<file path="config.mk">
export PLATFORM = sky130hd
export DESIGN_NAME = systolic_seq_flat
export DESIGN_NICKNAME = d
export VERILOG_FILES = /design/src/rtl/systolic_seq_if.sv /design/src/rtl/systolic_seq.sv /design/src/flat_wrapper.sv
export SDC_FILE = /design/constraint.sdc
export NUM_CORES = 2
export LEC_CHECK = 0
export BUFFER_PORTS_ARGS = -buffer_cell sky130_fd_sc_hd__buf_2
export CAP_MARGIN = 20
export CORE_MARGIN = 8
export CORE_UTILIZATION = 40
export CTS_CLUSTER_DIAMETER = 30
export CTS_CLUSTER_SIZE = 14
export DETAILED_ROUTE_END_ITERATION = 12
export HOLD_SLACK_MARGIN = 0.03
export SYNTH_ARGS = -nofsm -noshare
export SYNTH_HDL_FRONTEND = slang
export SYNTH_SLANG_ARGS = --single-unit
</file>
<file path="constraint.sdc">
create_clock -name clk -period 47.4 [get_ports clk]
set_input_delay 4.74 -clock clk [delete_from_list [all_inputs] [get_ports clk]]
set_output_delay 4.74 -clock clk [all_outputs]
set_load 0.05 [all_outputs]
</file>
<file path="src/rtl/systolic_seq_if.sv">
// Result-row stream from the systolic sequencer to its consumer.
// The master drives valid/row/data and the slave returns ready.
interface systolic_seq_if #(
    parameter int ARRAY_SIZE = 4,
    parameter int ACC_WIDTH  = 32
);
    logic                              res_valid;
    logic                              res_ready;
    logic [$clog2(ARRAY_SIZE)-1:0]     res_row;
    logic [ARRAY_SIZE*ACC_WIDTH-1:0]   res_data;

    modport master (output res_valid, res_row, res_data, input res_ready);
    modport slave  (input res_valid, res_row, res_data, output res_ready);
endinterface

</file>
<file path="src/rtl/systolic_seq.sv">
// Tile sequencer for the output-stationary systolic MAC array: buffers one tile of
// operands, clears the array, feeds skewed operands, drains, then returns C row by row.
module systolic_seq #(
    parameter int ARRAY_SIZE = 4,
    parameter int DATA_WIDTH = 8,
    parameter int ACC_WIDTH  = 32,
    parameter int K_MAX      = 16,
    parameter int DRAIN_CYC  = 2*ARRAY_SIZE-1
) (
    input  logic                                      clk,
    input  logic                                      reset,
    input  logic                                      start,
    input  logic [$clog2(K_MAX+1)-1:0]                k_len,
    output logic                                      busy,
    output logic                                      done,
    input  logic                                      wr_en,
    input  logic                                      wr_sel,
    input  logic [$clog2(K_MAX)-1:0]                  wr_addr,
    input  logic [ARRAY_SIZE*DATA_WIDTH-1:0]          wr_data,
    output logic                                      arr_enable,
    output logic                                      arr_clear,
    output logic [ARRAY_SIZE*DATA_WIDTH-1:0]          arr_a,
    output logic [ARRAY_SIZE*DATA_WIDTH-1:0]          arr_b,
    input  logic [ARRAY_SIZE*ARRAY_SIZE*ACC_WIDTH-1:0] c_in,
    systolic_seq_if.master                            res
);
    localparam int KL_W   = $clog2(K_MAX+1);
    localparam int ADDR_W = $clog2(K_MAX);
    localparam int ROW_W  = $clog2(ARRAY_SIZE);
    localparam int LANE_W = ARRAY_SIZE*DATA_WIDTH;
    localparam int ROWD_W = ARRAY_SIZE*ACC_WIDTH;
    localparam int CNT_W  = $clog2(K_MAX + ARRAY_SIZE + DRAIN_CYC);

    localparam logic [CNT_W-1:0] FEED_LAST_OFS = CNT_W'(ARRAY_SIZE-2);
    localparam logic [CNT_W-1:0] DRAIN_LAST    = CNT_W'(DRAIN_CYC-1);

    typedef enum logic [2:0] {S_IDLE, S_CLEAR, S_FEED, S_DRAIN, S_OUT} state_t;

    state_t              state_q, state_d;
    logic [CNT_W-1:0]    cnt_q, cnt_d;
    logic [KL_W-1:0]     klen_q, klen_d;
    logic [ROW_W-1:0]    row_q, row_d;
    logic                snap;
    logic                busy_d, done_d, enable_d, clear_d, valid_q, valid_d;
    logic [LANE_W-1:0]   arr_a_d, arr_b_d;
    logic [ROWD_W-1:0]   data_q, data_d;

    logic [LANE_W-1:0]   a_buf    [K_MAX];
    logic [LANE_W-1:0]   b_buf    [K_MAX];
    logic [ROWD_W-1:0]   result_q [ARRAY_SIZE];

    // NOTE: every variable gets a default before the case so no path leaves one unassigned (no latches).
    always_comb begin
        state_d = state_q;
        cnt_d   = cnt_q;
        klen_d  = klen_q;
        row_d   = row_q;
        snap    = 1'b0;
        done_d  = 1'b0;

        unique case (state_q)
            S_IDLE: begin
                if (start && k_len != '0) begin
                    state_d = S_CLEAR;
                    klen_d  = (k_len > KL_W'(K_MAX)) ? KL_W'(K_MAX) : k_len;
                end
            end
            S_CLEAR: begin
                state_d = S_FEED;
                cnt_d   = '0;
            end
            S_FEED: begin
                if (cnt_q == CNT_W'(klen_q) + FEED_LAST_OFS) begin
                    state_d = S_DRAIN;
                    cnt_d   = '0;
                end else begin
                    cnt_d = cnt_q + 1'b1;
                end
            end
            S_DRAIN: begin
                if (cnt_q == DRAIN_LAST) begin
                    state_d = S_OUT;
                    row_d   = '0;
                    snap    = 1'b1;
                end else begin
                    cnt_d = cnt_q + 1'b1;
                end
            end
            S_OUT: begin
                if (valid_q && res.res_ready) begin
                    if (row_q == ROW_W'(ARRAY_SIZE-1)) begin
                        state_d = S_IDLE;
                        row_d   = '0;
                        done_d  = 1'b1;
                    end else begin
                        row_d = row_q + 1'b1;
                    end
                end
            end
            default: state_d = S_IDLE;
        endcase

        // Outputs are computed from the next state so they register in step with it.
        busy_d   = (state_d != S_IDLE);
        clear_d  = (state_d == S_CLEAR);
        enable_d = (state_d == S_FEED) || (state_d == S_DRAIN);
        valid_d  = (state_d == S_OUT);

        // Lane i is delayed by i cycles; entry t-i is valid while it lies inside 0..klen-1.
        arr_a_d = '0;
        arr_b_d = '0;
        if (state_d == S_FEED) begin
            for (int i = 0; i < ARRAY_SIZE; i++) begin
                if (cnt_d >= CNT_W'(i) && (cnt_d - CNT_W'(i)) < CNT_W'(klen_q)) begin
                    arr_a_d[i*DATA_WIDTH +: DATA_WIDTH] =
                        a_buf[ADDR_W'(cnt_d - CNT_W'(i))][i*DATA_WIDTH +: DATA_WIDTH];
                    arr_b_d[i*DATA_WIDTH +: DATA_WIDTH] =
                        b_buf[ADDR_W'(cnt_d - CNT_W'(i))][i*DATA_WIDTH +: DATA_WIDTH];
                end
            end
        end

        data_d = '0;
        if (state_d == S_OUT) begin
            data_d = snap ? c_in[0 +: ROWD_W] : result_q[row_d];
        end
    end

    // NOTE: sequential state uses non-blocking assignments so all registers see pre-edge values.
    always_ff @(posedge clk or posedge reset) begin
        if (reset) begin
            state_q    <= S_IDLE;
            cnt_q      <= '0;
            klen_q     <= '0;
            row_q      <= '0;
            busy       <= 1'b0;
            done       <= 1'b0;
            arr_enable <= 1'b0;
            arr_clear  <= 1'b0;
            arr_a      <= '0;
            arr_b      <= '0;
            valid_q    <= 1'b0;
            data_q     <= '0;
        end else begin
            state_q    <= state_d;
            cnt_q      <= cnt_d;
            klen_q     <= klen_d;
            row_q      <= row_d;
            busy       <= busy_d;
            done       <= done_d;
            arr_enable <= enable_d;
            arr_clear  <= clear_d;
            arr_a      <= arr_a_d;
            arr_b      <= arr_b_d;
            valid_q    <= valid_d;
            data_q     <= data_d;
        end
    end

    // NOTE: buffers and the result snapshot have no reset; they are always written before being read.
    always_ff @(posedge clk) begin
        if (wr_en && state_q == S_IDLE) begin
            if (wr_sel) b_buf[wr_addr] <= wr_data;
            else        a_buf[wr_addr] <= wr_data;
        end
        if (snap) begin
            for (int r = 0; r < ARRAY_SIZE; r++) begin
                result_q[r] <= c_in[r*ROWD_W +: ROWD_W];
            end
        end
    end

    assign res.res_valid = valid_q;
    assign res.res_row   = row_q;
    assign res.res_data  = data_q;
endmodule
</file>
<file path="src/flat_wrapper.sv">
// flat-port wrapper written by rule: the top's interface ports become plain ports
module systolic_seq_flat 
#(
    parameter int ARRAY_SIZE = 4,
    parameter int DATA_WIDTH = 8,
    parameter int ACC_WIDTH  = 32,
    parameter int K_MAX      = 16,
    parameter int DRAIN_CYC  = 2*ARRAY_SIZE-1
)
  (clk, reset, start, k_len, busy, done, wr_en, wr_sel, wr_addr, wr_data, arr_enable, arr_clear, arr_a, arr_b, c_in, res_res_valid, res_res_row, res_res_data, res_res_ready);
  systolic_seq_if #(.ARRAY_SIZE(ARRAY_SIZE), .ACC_WIDTH(ACC_WIDTH)) res_i ();
  input  logic clk;
  input  logic reset;
  input  logic start;
  input  logic [$clog2(K_MAX+1)-1:0] k_len;
  output logic busy;
  output logic done;
  input  logic wr_en;
  input  logic wr_sel;
  input  logic [$clog2(K_MAX)-1:0] wr_addr;
  input  logic [ARRAY_SIZE*DATA_WIDTH-1:0] wr_data;
  output logic arr_enable;
  output logic arr_clear;
  output logic [ARRAY_SIZE*DATA_WIDTH-1:0] arr_a;
  output logic [ARRAY_SIZE*DATA_WIDTH-1:0] arr_b;
  input  logic [ARRAY_SIZE*ARRAY_SIZE*ACC_WIDTH-1:0] c_in;
  output wire logic [$bits(res_i.res_valid)-1:0] res_res_valid;
  output wire logic [$bits(res_i.res_row)-1:0] res_res_row;
  output wire logic [$bits(res_i.res_data)-1:0] res_res_data;
  input wire logic [$bits(res_i.res_ready)-1:0] res_res_ready;
  assign res_res_valid = res_i.res_valid;
  assign res_res_row = res_i.res_row;
  assign res_res_data = res_i.res_data;
  assign res_i.res_ready = res_res_ready;
  systolic_seq #(.ARRAY_SIZE(ARRAY_SIZE), .DATA_WIDTH(DATA_WIDTH), .ACC_WIDTH(ACC_WIDTH), .K_MAX(K_MAX), .DRAIN_CYC(DRAIN_CYC)) u_core (.clk(clk), .reset(reset), .start(start), .k_len(k_len), .busy(busy), .done(done), .wr_en(wr_en), .wr_sel(wr_sel), .wr_addr(wr_addr), .wr_data(wr_data), .arr_enable(arr_enable), .arr_clear(arr_clear), .arr_a(arr_a), .arr_b(arr_b), .c_in(c_in), .res(res_i));
endmodule
</file>
; Word level (Yosys, flattened, before mapping)
; Memory sizes are Yosys's and may differ from the RTL's.
; Cells that the tools add are included.
[totals]
output_inout_bits = 199
wordCells = 92
register_bits = 212
latch_bits = 0
mem_bits_rw = 1536
rom_bits = 0
mem_count = 3
input_bits = 559
[op_classes]
n_reduce_logical = 12
div = 0
n_mul = 0
bitwise_logic = 0
shifts = 0
n_eq_ne = 11
n_mux = 39
magnitude_cmp = 9
addsub = 6
[memory_table]
columns = name, words, width, read_ports, rd_clocked_by_memory_dff, wr, line_no
row1 = u_core.a_buf, 16, 32, 4, 0, 1, systolic_seq.sv:48  ; logic [LANE_W-1:0] a_buf [K_MAX];
row2 = u_core.b_buf, 16, 32, 4, 0, 1, systolic_seq.sv:49  ; logic [LANE_W-1:0] b_buf [K_MAX];
row3 = u_core.result_q, 4, 128, 1, 0, 4, systolic_seq.sv:50  ; logic [ROWD_W-1:0] result_q [ARRAY_SIZE];
[op_table]
columns = cell, count
row1 = two-way mux 128 bit, 2
row2 = two-way mux 32 bit, 2
row3 = two-way mux 8 bit, 8
row4 = < comparator 5 bit, 4
row5 = two-way mux 3 bit, 5
row6 = two-way mux 5 bit, 3
row7 = one-hot mux 3 bit (5 select lines), 1
row8 = one-hot mux 5 bit (3 select lines), 1
row9 = two-way mux 1 bit, 13
row10 = "equality test 3 x 2 -> 1 bit, second input constant", 4
row11 = "greater-or-equal comparator 5 x 1 -> 1 bit, second input constant", 2
row12 = "greater-or-equal comparator 5 x 2 -> 1 bit, second input constant", 2
row13 = "subtractor 5 x 2 -> 5 bit, second input constant", 2
row14 = logical AND 1 bit, 7
row15 = "equality test 3 x 1 -> 1 bit, second input constant", 2
row16 = "equality test 3 bit, second input constant", 2
row17 = two-way mux 2 bit, 3
row18 = "adder 5 x 1 -> 5 bit, second input constant", 1
row19 = "adder 5 x 2 -> 5 bit, second input constant", 1
row20 = "equality test 5 x 3 -> 1 bit, second input constant", 1
row21 = equality test 5 bit, 1
row22 = "greater-than comparator 5 bit, second input constant", 1
row23 = nonzero test 5 bit, 1
row24 = "subtractor 5 x 1 -> 5 bit, second input constant", 1
row25 = other kinds (7), 7

; Longest topological paths before layout
[logic_depth]
depth_word = 9
depth_mapped = 25
depth_no_buf = 19

; Worst setup path before layout
; Ideal clock, no wire load.
[synth_timing]
kind = register to register
startpoint = register u_core.cnt_q[0]
endpoint = memory u_core.result_q[0][0] (netlist name) (enable)
setup_ps = 1077
required_ps = 46323
arrival_time_ps = 16258
stages_incl_launch_ff = 11
synth_period_minus_slack_ps = 17335
setup_slack_ps = 30065
n_path_buf = 6
cell_sequence = dfrtp_1 -> buf_1 -> inv_1 -> clkbuf_1 -> clkbuf_1 -> ha_1 -> nand4bb_1 -> clkbuf_1 -> nor3_2 -> clkbuf_1 -> clkbuf_1
[synth_rtl]
columns = element, line_no
row1 = from (decl), systolic_seq.sv:40  ; logic [CNT_W-1:0] cnt_q, cnt_d;
row2 = from (signal assigned), systolic_seq.sv:146  ; cnt_q <= cnt_d;
row3 = to (decl), systolic_seq.sv:50

; Worst setup path after layout
[layout_timing]
startpoint = input port res_res_ready
endpoint = register u_core.data_q[90] (netlist: u_core.res.res_data[90])
[layout_between]
elab_chain_len = 6
[layout_lines]
columns = element, line_no
row1 = from (decl), flat_wrapper.sv:30  ; input wire logic [$bits(res_i.res_ready)-1:0] res_res_ready;
row2 = logical AND 1 bit (*), systolic_seq.sv:90  ; if (valid_q && res.res_ready) begin
row3 = two-way mux 2 bit, systolic_seq.sv:90
row4 = one-hot mux 2 bit (2 select lines), systolic_seq.sv:61  ; unique case (state_q)
row5 = memory read (4 x 128 bit), -
row6 = two-way mux 128 bit, systolic_seq.sv:125  ; data_d = snap ? c_in[0 +: ROWD_W] : result_q[row_d];
row7 = two-way mux 128 bit (*), systolic_seq.sv:124  ; if (state_d == S_OUT) begin
row8 = named net u_core.data_d[90], systolic_seq.sv:46  ; logic [ROWD_W-1:0] data_q, data_d;
row9 = to (signal assigned), systolic_seq.sv:156  ; data_q <= data_d;
row10 = to (decl), systolic_seq.sv:46
; The timed path passes the listed nets; every way through them passes the cells marked *.
; A chain may end at the register's enable or synchronous reset.

==> impl_metrics.toml <==
[final_layout]
post_route_cells_drive_above_1_share_pct = 26.0
fillerInstances = 15100
commonest_non_fill_non_tap_cell_in_the_layout = "sky130_fd_sc_hd__edfxtp_1"
net_count_reported_at_finish = 6632
commonest_non_fill_non_tap_cells_in_the_layout = "sky130_fd_sc_hd__edfxtp_1 (1536), sky130_fd_sc_hd__nand2_1 (809), sky130_fd_sc_hd__buf_2 (757)"
design_area_mm2 = 0.0926
syn_to_final_growth_pct = 27.0
utilization_pct = 51.2

[sta]
timing.final.max_slew_violations = 0
fmaxAchievable_mhz = 119
max_slew.worst_pin.slew_ns = 1.39
fin_worst_skew_ns = 0.0928
setup_viol = 0
layout_min_cycle_time_ns = 8.39
setup_ws_ns = 39.01
part_of_the_cycle_the_worst_path_needs_pct = 17.7
timing.final.hold_violations = 0
grt_setup_unrepaired = "no"
setup_tns_ns = 0
slew-limit-headroom_pct = 7.37

[drt]
wl_per_cell_um = 29.2
detail_route.wirelength_mm = 256
detail_route.vias_per_cell = 5.94
drtPass1Iterations = 7
dr.first_iter.drc_count = 5720
final_antenna_net_count = 0
route.detailed.drc = 0
dr_total_vias = 52100

[yosys]
synth_flop_type = "sky130_fd_sc_hd__edfxtp_1"
yosys_warnings = 0
async_s_r_ff_share_synth_pct = 12.1
synthesis.area_mm2 = 0.0729
syn_area_per_cell_um2 = 14.0
synth-edff-count = 1536
synth.ff_latch_count = 1748
count_of_different_cell_masters_after_synthesis = 68
syn-instance-count = 5219
yosysSeqAreaShare_pct = 70.5
synth_nets = 5805

[clock_tree]
maximum_buffer_depth_of_the_clock_tree = 4
hold_buffers_post_cts = 0
ctsHtreeMaxLevel = 5
clk-insertion-delay-late_ns = 0.96
cts_sinks = 1748
clk_pin_slew_worst_paths_ns = 0.04
tritoncts = "done"
postCtsSetupRepairBufs = 0
cts_root_buf = "sky130_fd_sc_hd__clkbuf_16"
cts-buffers-inserted = 386
cts.repair.resized = 0

[global_route]
grt_start_max_net_pins = 223
globalRouteTotalUtil_pct = 24.8
grt_first_pass_wirelength_mm = 365
via_count_of_the_first_global_routing_pass = 51000
grt-ovfl-total = 0
antenna_violations_before_repair = 73

[critical_path]
r2r_depth = 13
crit_buf_inv = 4
worst-setup-path-type = "in2reg"
worst_path_most_repeated_cell = "sky130_fd_sc_hd__buf_4"
critical_path.cell_chain = "buf_2 > nand2_1 > o21ai_0 > nor2_1 > a21oi_4 > buf_4 > buf_4 > buf_4 > a211oi_1 > a311o_1 > a21oi_1"
cp-end-kind = "flip-flop"
worst_setup_path_start_kind = "input port"
critical_path.slowest_cell = "sky130_fd_sc_hd__buf_4"
critical_path_peak_fanout = 89
cp.depth = 11
cp_data_required_time_ns = 48.23
worst_path_largest_cell_delay_ns = 0.90
critPathTopFamily = "buffers and inverters"
reg2reg_setup_slack_ns = 40.70
cp_data_arrival_time_ns = 9.22

[floorplan]
dieWidth_um = 443
initial_utilization_pct = 40.3
die_h_um = 443
placeableCoreArea_mm2 = 0.181
number_of_standard_cell_rows_in_the_floorplan = 156
floorplan.io_pins = 758
die_area_mm2 = 0.196

[power]
netSwitchingFraction_pct = 36.8
power_frac_seq_pct = 25.9
pwr-share-comb_pct = 35.4
power.internal_mw = 4.36
p_clk_share_pct = 38.7
report.power.total_mw = 6.90
cellLeakagePower_nw = 33.2
p_sw_mw = 2.54
ir_worst_vdd_v = 0.000120
power_density_mw_per_mm2 = 74.5

[placed_design]
place.detailed.hpwl_mm = 149
port_buffers = 757
preCtsSetupSlack_ns = 38.11
placed_cell_area_mm2 = 0.0794
place.gp.congestion = 0.906

[job]
cap_viol_max_count = 0

[outcome]
run_status = "complete, no violations"

[hold_path]
holdCritPathClass = "reg2reg"
worst_hold_path.num_cells = 3
## worst paths after layout
kind                                                       start                                 end
worst max-delay path                               res_res_ready   u_core.res.res_data[90]$_DFF_PP0_
worst min-delay path            u_core.result_q[3][15]$_DFFE_PP_   u_core.res.res_data[15]$_DFF_PP0_
worst max register to register         u_core.cnt_q[0]$_DFF_PP0_   u_core.res.res_data[90]$_DFF_PP0_
worst min register to register  u_core.result_q[3][15]$_DFFE_PP_   u_core.res.res_data[15]$_DFF_PP0_
max in group asynchronous                                  reset  u_core.res.res_data[113]$_DFF_PP0_
min in group asynchronous                                  reset           u_core.arr_b[1]$_DFF_PP0_
## through the flow
| stage | hold WS, ns | std cells |
|---|---|---|
| 2_1_floorplan | 0.583 | 5219 |
| 3_3_place_gp | 0.649 | 8025 |
| 3_5_place_dp | 0.653 | 8025 |
| 4_1_cts | 0.638 | 8720 |
| 5_1_grt | 0.687 | 8744 |
| 6_report | 0.633 | 8771 |
## power groups by stage
| stage | logic, mW | registers [mW] | clock network (mW) |
|---|---|---|---|
| detailed placement | 2.40 | 1.81 | 0 |
| floorplan | 1.48 | 1.88 | 0 |
| global route | 2.56 | 1.79 | 2.78 |
| finish | 2.44 | 1.79 | 2.67 |
| global placement | 2.39 | 1.81 | 0 |
| CTS | 2.41 | 1.79 | 2.70 |
## area by class of cell
cell class / count / area, um^2 / share of cell area (%)
tap: 2370 / 2970 / 3.20
clock inverter: 241 / 2940 / 3.17
timing repair buffer: 867 / 4700 / 5.08
inverter: 26 / 128 / 0.138
clock buffer: 454 / 10100 / 10.9
antenna: 48 / 120 / 0.130
sequential: 1748 / 51400 / 55.5
multi-input combinational: 3017 / 20200 / 21.8
## state kept, by name (all words and copies together) (netlist names), 2 cells and up
name and count:
u_core.b_buf 512, u_core.a_buf 512, u_core.res.res_data 128, u_core.res.res_row 2, u_core.result_q 512, u_core.cnt_q 5
u_core.arr_a 32, u_core.state_q 3, u_core.arr_b 32, u_core.klen_q 5
## synthesized netlist by cell type, types with 4 or more instances
| library cell | n | area, um^2 |
|---|---|---|
| sky130_fd_sc_hd__mux4_2 | 96 | 2160 |
| sky130_fd_sc_hd__or2_2 | 5 | 31.3 |
| sky130_fd_sc_hd__dfrtp_1 | 212 | 5310 |
| sky130_fd_sc_hd__o21ai_0 | 398 | 1990 |
| sky130_fd_sc_hd__and3_1 | 69 | 432 |
| sky130_fd_sc_hd__o2111ai_1 | 64 | 561 |
| sky130_fd_sc_hd__xnor2_1 | 11 | 96.3 |
| sky130_fd_sc_hd__a21oi_1 | 146 | 731 |
| sky130_fd_sc_hd__a22oi_1 | 16 | 120 |
| sky130_fd_sc_hd__nor2_1 | 46 | 173 |
| sky130_fd_sc_hd__a211o_1 | 5 | 43.8 |
| sky130_fd_sc_hd__or4_1 | 17 | 128 |
| sky130_fd_sc_hd__mux2i_1 | 257 | 2570 |
| sky130_fd_sc_hd__a21o_1 | 6 | 45.0 |
| sky130_fd_sc_hd__a211oi_1 | 146 | 1100 |
| sky130_fd_sc_hd__and2_0 | 9 | 56.3 |
| sky130_fd_sc_hd__a22o_1 | 32 | 280 |
| sky130_fd_sc_hd__a311o_1 | 128 | 1280 |
| sky130_fd_sc_hd__nor2b_1 | 5 | 31.3 |
| sky130_fd_sc_hd__nand2b_1 | 7 | 43.8 |
| sky130_fd_sc_hd__inv_1 | 21 | 78.8 |
| sky130_fd_sc_hd__buf_1 | 25 | 93.8 |
| sky130_fd_sc_hd__nor4_1 | 5 | 31.3 |
| sky130_fd_sc_hd__a31oi_1 | 4 | 25.0 |
| sky130_fd_sc_hd__nand2_1 | 809 | 3040 |
| sky130_fd_sc_hd__nand3_1 | 268 | 1340 |
| sky130_fd_sc_hd__edfxtp_1 | 1536 | 46100 |
| sky130_fd_sc_hd__ha_1 | 27 | 338 |
| sky130_fd_sc_hd__nand3b_1 | 4 | 30.0 |
| sky130_fd_sc_hd__nor3_1 | 14 | 70.1 |
| sky130_fd_sc_hd__and2_1 | 121 | 757 |
| sky130_fd_sc_hd__buf_2 | 43 | 215 |
| sky130_fd_sc_hd__clkbuf_1 | 357 | 1340 |
| sky130_fd_sc_hd__o211ai_1 | 20 | 150 |
| sky130_fd_sc_hd__a2111oi_0 | 48 | 420 |
| sky130_fd_sc_hd__o22ai_1 | 193 | 1210 |
## cell families (layout without fill, tap and decap cells)
group | count (synthesis) | count (layout) | synth area share, %
adder cells (fa/ha/maj) | 27 | 27 | 0.463
AND/OR/NAND/NOR | 1397 | 1397 | 8.70
other | 0 | 48 | 0
flip-flops | 1748 | 1748 | 70.5
multiplexers | 354 | 354 | 6.51
AO/OA/AOI/OAI | 1224 | 1224 | 11.1
buffers and inverters | 454 | 1588 | 2.43
XOR/XNOR | 15 | 15 | 0.203
## tightest hold or removal path, cell delays in order (launching register included)
cell                       delay, ns
sky130_fd_sc_hd__edfxtp_1       0.35
sky130_fd_sc_hd__nand2_1        0.06
sky130_fd_sc_hd__a311o_1        0.15
sky130_fd_sc_hd__a21oi_1        0.06
## layer usage
metal / wire length, um / vias up / global-route usage (%)
met5: 140 / - / 0
met4: 11300 / 22 / 11.3
met3: 24200 / 595 / 6.49
met2: 121000 / 2986 / 39.7
met1: 99200 / 26500 / 31.8
li1: - / 22000 / -
Power figures use the tool's default switching activity.
